$ cat src/rtl/instr_fetch_pkg.sv
// Shared fetch-path definitions: FSM state encoding, next-PC select codes and default widths.
// Reused by the pc and decode blocks so every stage agrees on the encoding.
package instr_fetch_pkg;

    localparam int          ADDR_W_DEF   = 8;
    localparam int          INSTR_W_DEF  = 8;
    localparam logic [7:0]  RESET_PC_DEF = 8'h00;

    typedef enum logic [1:0] {
        S_BOOT = 2'd0,
        S_REQ  = 2'd1,
        S_WAIT = 2'd2,
        S_OUT  = 2'd3
    } fetch_state_e;

    typedef enum logic [1:0] {
        NPC_HOLD  = 2'd0,
        NPC_INC   = 2'd1,
        NPC_REDIR = 2'd2,
        NPC_RESET = 2'd3
    } npc_sel_e;

endpackage

$ cat src/rtl/instr_fetch_next_pc_mux.sv
// Combinational next-PC select feeding pc.NextI: hold, increment (wrapping), redirect or boot PC.
module next_pc_mux
    import instr_fetch_pkg::*;
#(
    parameter int                ADDR_W   = ADDR_W_DEF,
    parameter logic [ADDR_W-1:0] RESET_PC = ADDR_W'(RESET_PC_DEF)
) (
    input  npc_sel_e          sel_i,
    input  logic [ADDR_W-1:0] pc_i,
    input  logic [ADDR_W-1:0] redir_pc_i,
    output logic [ADDR_W-1:0] next_pc_o
);

    always_comb begin
        next_pc_o = pc_i;
        unique case (sel_i)
            NPC_HOLD:  next_pc_o = pc_i;
            // Wraps naturally at the top of the address space.
            NPC_INC:   next_pc_o = pc_i + ADDR_W'(1);
            NPC_REDIR: next_pc_o = redir_pc_i;
            NPC_RESET: next_pc_o = RESET_PC;
            default:   next_pc_o = pc_i;
        endcase
    end

endmodule

$ cat src/rtl/instr_fetch.sv
// Multicycle fetch sequencer: issues a ROM read for pc_i, captures the word in an
// instruction register and hands it to decode over valid/ready, steering the PC.
module instr_fetch
    import instr_fetch_pkg::*;
#(
    parameter int                ADDR_W   = ADDR_W_DEF,
    parameter int                INSTR_W  = INSTR_W_DEF,
    parameter logic [ADDR_W-1:0] RESET_PC = ADDR_W'(RESET_PC_DEF)
) (
    input  logic               clk,
    input  logic               rst_n,
    input  logic [ADDR_W-1:0]  pc_i,
    output logic [ADDR_W-1:0]  next_pc_o,
    output logic               imem_en_o,
    output logic [ADDR_W-1:0]  imem_addr_o,
    input  logic [INSTR_W-1:0] imem_rdata_i,
    input  logic               halt_i,
    input  logic               redir_i,
    input  logic [ADDR_W-1:0]  redir_pc_i,
    output logic [INSTR_W-1:0] instr_o,
    output logic [ADDR_W-1:0]  instr_pc_o,
    output logic               instr_valid_o,
    input  logic               instr_ready_i
);

    fetch_state_e       state_q;
    logic [INSTR_W-1:0] instr_q;
    logic [ADDR_W-1:0]  instr_pc_q;
    logic               valid_q;
    npc_sel_e           npc_sel;

    // Redirect outranks everything except the boot cycle, where pc must load RESET_PC.
    always_comb begin
        npc_sel = NPC_HOLD;
        if (state_q == S_BOOT)
            npc_sel = NPC_RESET;
        else if (redir_i)
            npc_sel = NPC_REDIR;
        else if (state_q == S_OUT && instr_ready_i)
            npc_sel = NPC_INC;
    end

    next_pc_mux #(
        .ADDR_W   (ADDR_W),
        .RESET_PC (RESET_PC)
    ) u_next_pc_mux (
        .sel_i      (npc_sel),
        .pc_i       (pc_i),
        .redir_pc_i (redir_pc_i),
        .next_pc_o  (next_pc_o)
    );

    assign imem_en_o     = (state_q == S_REQ) && !halt_i;
    assign imem_addr_o   = pc_i;
    assign instr_o       = instr_q;
    assign instr_pc_o    = instr_pc_q;
    assign instr_valid_o = valid_q;

    always_ff @(posedge clk or negedge rst_n) begin
        if (!rst_n) begin
            state_q    <= S_BOOT;
            instr_q    <= '0;
            instr_pc_q <= '0;
            valid_q    <= 1'b0;
        end else begin
            unique case (state_q)
                S_BOOT: state_q <= S_REQ;
                S_REQ: begin
                    // A read issued alongside a redirect is simply never collected.
                    if (redir_i)
                        state_q <= S_REQ;
                    else if (!halt_i)
                        state_q <= S_WAIT;
                end
                S_WAIT: begin
                    if (redir_i) begin
                        state_q <= S_REQ;
                    end else begin
                        instr_q    <= imem_rdata_i;
                        instr_pc_q <= pc_i;
                        valid_q    <= 1'b1;
                        state_q    <= S_OUT;
                    end
                end
                S_OUT: begin
                    if (redir_i || instr_ready_i) begin
                        valid_q <= 1'b0;
                        state_q <= S_REQ;
                    end
                end
                default: state_q <= S_BOOT;
            endcase
        end
    end

endmodule

$ cat config.mk
export PLATFORM = sky130hd
export DESIGN_NAME = instr_fetch
export DESIGN_NICKNAME = d
export VERILOG_FILES = /design/src/rtl/instr_fetch_pkg.sv /design/src/rtl/instr_fetch_next_pc_mux.sv /design/src/rtl/instr_fetch.sv
export SDC_FILE = /design/constraint.sdc
export NUM_CORES = 1
export LEC_CHECK = 0
export CAP_MARGIN = 10
export CORE_MARGIN = 3
export CORE_UTILIZATION = 43
export CTS_BUF_LIST = sky130_fd_sc_hd__clkbuf_4
export CTS_CLUSTER_DIAMETER = 30
export DETAILED_ROUTE_END_ITERATION = 16
export GPL_ROUTABILITY_DRIVEN = 0
export PLACE_DENSITY = 0.88
export SLEW_MARGIN = 30
export SYNTH_ARGS = -nofsm -noshare
export SYNTH_HDL_FRONTEND = slang
export SYNTH_SLANG_ARGS = --single-unit
$ cat constraint.sdc
create_clock -name clk -period 3.6 [get_ports clk]
set_input_delay 0.36 -clock clk [delete_from_list [all_inputs] [get_ports clk]]
set_output_delay 0.36 -clock clk [all_outputs]
set_load 0.01 [all_outputs]
== After elaboration in Yosys (flattened, before gate mapping) ==
Index checks and enable logic that the tools add are counted.
Storage, ports and cells
  bits in registers: 19
  input port bits: 29
  logic and storage cells: 37
Cells by class
  $add $sub $neg: 1
  equal/unequal tests: 9
  muxes and demuxes: 12
  bitwise gates (word level): 1
  reductions and logical operators: 10
Operators with widths (number)
  case mux 8 bit (4 select lines): 1
  2-to-1 mux 2 bit: 6
  adder 8 x 1 -> 8 bit, second input constant: 1
  equality test 2 bit, second input constant: 4
  case mux 2 bit (4 select lines): 1
  equality test 2 x 1 -> 1 bit, second input constant: 2
  logical NOT 2 bit: 2
  AND reduction 2 bit: 2
  2-to-1 mux 1 bit: 3
  != test 3 bit, second input constant: 1
  AND reduction 3 bit: 1
  logical AND 1 bit: 2
  != test 2 x 1 -> 1 bit, second input constant: 1
  != test 2 bit, second input constant: 1
  case mux 1 bit (2 select lines): 1
  nonzero test 2 bit: 1
  logical NOT 1 bit: 1
  logical OR 1 bit: 1
  inverter 1 bit: 1

== Longest topological paths before layout ==
  word-level depth: 7
  gate-level depth with buffers: 6
  gate-level depth less buffers: 6

== Modules after synthesis ==
From an unflattened synthesis, not the netlist that was laid out.
Second synthesis, totals
  cell total of the unflattened synthesis: 112
  area, all modules: 1265.0 um^2
Modules (own cells, without submodules)
  instr_fetch: instances 1, cells each 69, area an instance 949.7 um^2, sequential area each 475.5 um^2
  next_pc_mux: instances 1, cells each 43, area an instance 315.3 um^2, sequential area each 0.0 um^2

== Worst setup path after synthesis ==
No wires, ideal clock.
  path type: reg-to-output
  start point: register state_q[0]
  end point: output next_pc_o[7]
  data arrival time: 1.494 ns
  data required time: 3.240 ns
  path slack: 1.746 ns
  cell stages (with the launch flop): 6
  cells stage by stage: dfrtp_1 -> ha_1 -> and2_2 -> a211oi_1 -> o32a_1 -> o22a_1
On the way
  longest elaborated chain between the ends: 7
  elaborated cells between the ends (all ways): 11
  classes of those cells: 4 x eq/ne; 4 x mux; 3 x reduce/logical
Ends and longest elaborated chain
  from (decl): RTL line instr_fetch.sv:26  | fetch_state_e state_q;
  from (signal assigned): RTL line instr_fetch.sv:61  | state_q <= S_BOOT;
  from (signal assigned): RTL line instr_fetch.sv:67  | S_BOOT: state_q <= S_REQ;
  from (signal assigned): RTL line instr_fetch.sv:71  | state_q <= S_REQ;
  equality test 2 bit: RTL line instr_fetch.sv:39  | else if (state_q == S_OUT && instr_ready_i)
  logical AND 1 bit: RTL line instr_fetch.sv:39
  2-to-1 mux 1 bit: RTL line instr_fetch.sv:39
  2-to-1 mux 2 bit: RTL line instr_fetch.sv:37  | else if (redir_i)
  2-to-1 mux 2 bit (*): RTL line instr_fetch.sv:35  | if (state_q == S_BOOT)
  equality test 2 bit, or another cell as far along: RTL line instr_fetch_next_pc_mux.sv:16  | unique case (sel_i)
  case mux 8 bit (4 select lines) (*): RTL line instr_fetch_next_pc_mux.sv:16
  to (decl): RTL line instr_fetch.sv:13  | output logic [ADDR_W-1:0] next_pc_o,
Mark *: on every way between the ends. The rest lies on a longest branch, timed or not.

== Worst setup path after layout ==
  start point: input pc_i[0]
  end point: output next_pc_o[4]
On the way
  longest elaborated chain between the ends: 2
Ends and longest elaborated chain
  from (decl): RTL line instr_fetch.sv:12  | input logic [ADDR_W-1:0] pc_i,
  adder 8 x 1 -> 8 bit: RTL line instr_fetch_next_pc_mux.sv:19  | NPC_INC: next_pc_o = pc_i + ADDR_W'(1);
  case mux 8 bit (4 select lines): RTL line instr_fetch_next_pc_mux.sv:16
No other way between the ends.

==> results by stage <==
Final layout:
- The area occupied by registers is 475.5 um^2.
- In the layout the commonest cells are sky130_fd_sc_hd__clkdlybuf4s50_1 (62), sky130_fd_sc_hd__dfrtp_1 (19), sky130_fd_sc_hd__mux2_2 (16), sky130_fd_sc_hd__nand2_1 (11), sky130_fd_sc_hd__nor2_1 (7).
- At the end of the flow, the number of nets in the layout was 202.
- Of the cells placed in the final design, the portion with a size suffix greater than 1 is 14.97%.
- The filler-free cell count of the finished design is 197.
- The layout has 199 filler cells.
- The combined area of the multi-input logic cells is 579.3 um^2.
- The repair_antennas step left the layout with diodes totalling 0.
- The library cell used most frequently in the layout, excluding fill and tap cells, is sky130_fd_sc_hd__clkdlybuf4s50_1.
- From synthesis to final layout, the design area changed by 52.16%.

Synth:
- The synthesized instance count is 113.
- The sequential element share of the synthesized area is 41.04%.
- The number of enable flip-flop cells after synthesis is 0.
- The post-synthesis xor/xnor area fraction is 3.024%.
- Of all flip-flops after synthesis, the portion carrying an async set or reset was 100.0%.
- Summing the areas of all compound-gate instances in the mapped netlist gives 11.34% of the synthesized area.
- Yosys printed 0 warnings.
- The adder and majority cell fraction of the synthesized area is 5.400%.
- The leading register cell type out of synthesis is sky130_fd_sc_hd__dfrtp_1.
- The share of cell area taken by muxes after synthesis is 17.28%.
- The number of nets in the synthesized netlist is 147.
- The synthesized-area fraction occupied by and/or/nand/nor cells is 12.96%.
- In this run the mean area of a mapped cell was 10.25 um^2.
- In this run the cell area of the synthesized design comes to 1159 um^2.
- After synthesis, the largest family of logic cells by area is multiplexers.
- In this run, synthesis produced a sequential element count of 19.
- After synthesis, the netlist uses 30 different library cells.

Route:
- For this block, the initial DRC count from the detailed router was 22.
- For this block, the via count after detailed routing is 1004.
- Once detail routing completed, the nets flagged for antenna violations numbered 0.
- After detailed routing, the number of vias per cell comes to 5.096.
- The final routed wire length divided by cell count is 14.99 um.
- The first-pass iteration count of the detailed router is 4.
- The total wirelength of the detailed-routed design is 2953 um.
- For this run, design rule violations remaining after detail routing come to 0.

Timing:
- Setup violations remaining at the end of the flow were counted as 0.
- The final hold violation count is 0.
- The clock skew after layout is 0.004019 ns.
- In this run the tightest slew margin relative to its limit is 46.68%.
- For this run, the top clock speed supported by timing is 349.4 MHz.
- The total negative setup slack is 0 ns.
- The worst slack on hold paths is 0.5130 ns.
- Setup repair after global routing left no endpoint under its margin.
- The transition at the pin with the smallest max-transition slack is 0.7972 ns.
- The worst path uses 79.49% of the clock period.
- The number of max-slew violations in the final report is 0.
- The time the worst path needs with I/O delays and setup is 2.862 ns.

Worst setup path:
- The maximum fanout along the worst path is 7.
- By startpoint and endpoint, the worst setup path is classified as primary input to output port.
- The type of destination of the critical path is an output port.
- The signal arrival time at the worst endpoint is 2.50 ns.
- In this run the worst setup path begins at pc_i[0].
- The startpoint identified for the worst register-to-register timing path is state_q[0].
- The flop-to-flop setup slack is 2.00 ns.
- STA puts the critical path data required time at 3.24 ns.
- The critical path startpoint category is a primary input.

Min path:
- The startpoint of the tightest hold check path is instr_o[7].
- The tightest min-delay check is of the register to register type.

Die:
- In this run the vertical extent of the chip is 57.91 um.
- The initial core utilization is 45.93%.
- The die covers 3354 um^2.
- The core area is 2522 um^2.
- The width of the die is 57.91 um.
- Pin placement for this block handled 63 I/O pins.
- The initialized floorplan defines 18 standard-cell rows.

Clock tree:
- The cell at the root of the clock tree is sky130_fd_sc_hd__clkbuf_4.
- The number of clock sinks seen by CTS is 19.
- The number of resized instances in the post-cts repair step is 0.
- Buffers inserted to repair hold after CTS numbered 0.
- TritonCTS built the clock tree.
- The clock-pin slew on the worst setup and hold paths is 0.10 ns.
- The longest clock path from root to sink contains 2 buffers.
- CTS built an H-tree with a depth of 1.
- Post-CTS timing repair inserted 0 buffers for setup.
- TritonCTS created 3 clock buffers.
- The clock reaches the later pin of the worst-skew pair after 0.29 ns.

Power and ir drop:
- The static power due to leakage is 0.0007221 uW.
- Power spread over the standard cell area amounts to 627.3 nW/um^2.
- VDD sags by at most 0.4661 mV.

Outcome:
- The flow ran to the end, and the final reports show no timing, DRC or antenna violations.

Placed design:
- Counting tap cells, the placed design contains a total of 193 instances.
- Port buffering added 62 buffers.
- After legalization and detailed placement, the total HPWL measured 2403 um.

GRT:
- For this run the aggregate overflow at the end of global routing stands at 0.
- The initial antenna violation count is 0.
- The first-pass GRT wire length is 4733 um.
- The number of global-route vias before repair is 1070.
- Entering global routing, the biggest net connects 20 pins.
- Across every metal layer, demand over resource in global routing totals 18.12%.

Run:
- The number of max-cap violations is 0.
-- synthesized netlist by cell type, drive strengths merged, types with 2 or more instances --
master | count | area [um^2]
a21oi | 2 | 10.01
nor2 | 7 | 26.28
nand3 | 3 | 20.02
nor2b | 2 | 12.51
a211oi | 4 | 30.03
ha | 5 | 62.56
a311oi | 3 | 26.28
nand4 | 2 | 12.51
dfrtp | 19 | 475.5
xnor2 | 3 | 26.28
mux2i | 2 | 20.02
buf | 11 | 77.57
o21ai | 3 | 15.01
mux2 | 16 | 180.2
inv | 6 | 22.52
or3 | 2 | 12.51
a22oi | 2 | 15.01
nand2 | 13 | 53.80
-- critical path: stages --
cell and delay [ns]:
sky130_fd_sc_hd__clkdlybuf4s50_1 0.61, sky130_fd_sc_hd__ha_1 0.21, sky130_fd_sc_hd__nand3_2 0.12, sky130_fd_sc_hd__or3_1 0.37, sky130_fd_sc_hd__a311oi_1 0.26, sky130_fd_sc_hd__clkdlybuf4s50_1 0.58
-- final cells by class --
cell class,count,share of cell area [%]
timing repair buffer,62,35.20
sequential,19,26.97
multi-input combinational,76,32.86
tap,30,2.129
clock inverter,1,0.2839
inverter,6,1.278
clock buffer,3,1.278
-- flip-flops by register name (all words and copies together), names as in the netlist --
register       cells
state_q            2
instr_valid_o      1
instr_pc_o         8
instr_o            8
-- logic make-up after synthesis --
family,after synthesis
xor+xnor,4
flops,19
simple gates,31
buf+inv,18
compound gates,18
fa+ha+maj,5
mux,18
-- final timing paths --
path	endpoint	cells after the start
setup / recovery	next_pc_o[4]	6
setup reg to reg	instr_pc_o[7]	4
hold reg to reg	instr_o[7]	1
min in group asynchronous	instr_o[0]	1
max in group asynchronous	instr_valid_o	1
hold / removal	instr_o[7]	1
-- metrics by stage --
step                power (uW)  util (%)  instance area, um^2  worst slack, ns
floorplan                657.3         -                 1159            1.746
global placement         981.1     68.80                 1735           0.7782
detailed placement        1012     68.80                 1735           0.7247
CTS                       1118     69.89                 1763           0.7251
global route              1179     69.89                 1763           0.5666
finish                    1106     69.89                 1763           0.7383
-- power by group --
group / leakage [uW] / internal (uW) / total (uW) / switching (uW)
clock: 0.0000177 / 41.3 / 102 / 60.9
combinational: 0.000474 / 376 / 635 / 258
sequential: 0.000231 / 314 / 369 / 55.1
-- metal layers --
| metal | up-vias | global-route usage [%] | part of all wire [%] |
|---|---|---|---|
| met4 | 0 | 7.616 | 1.5 |
| met1 | 451 | 19.09 | 38 |
| met2 | 46 | 32.58 | 51 |
| li1 | 503 | - | - |
| met5 | - | 0 | 0 |
| met3 | 4 | 6.236 | 9.9 |
Power figures use the tool's default switching activity.
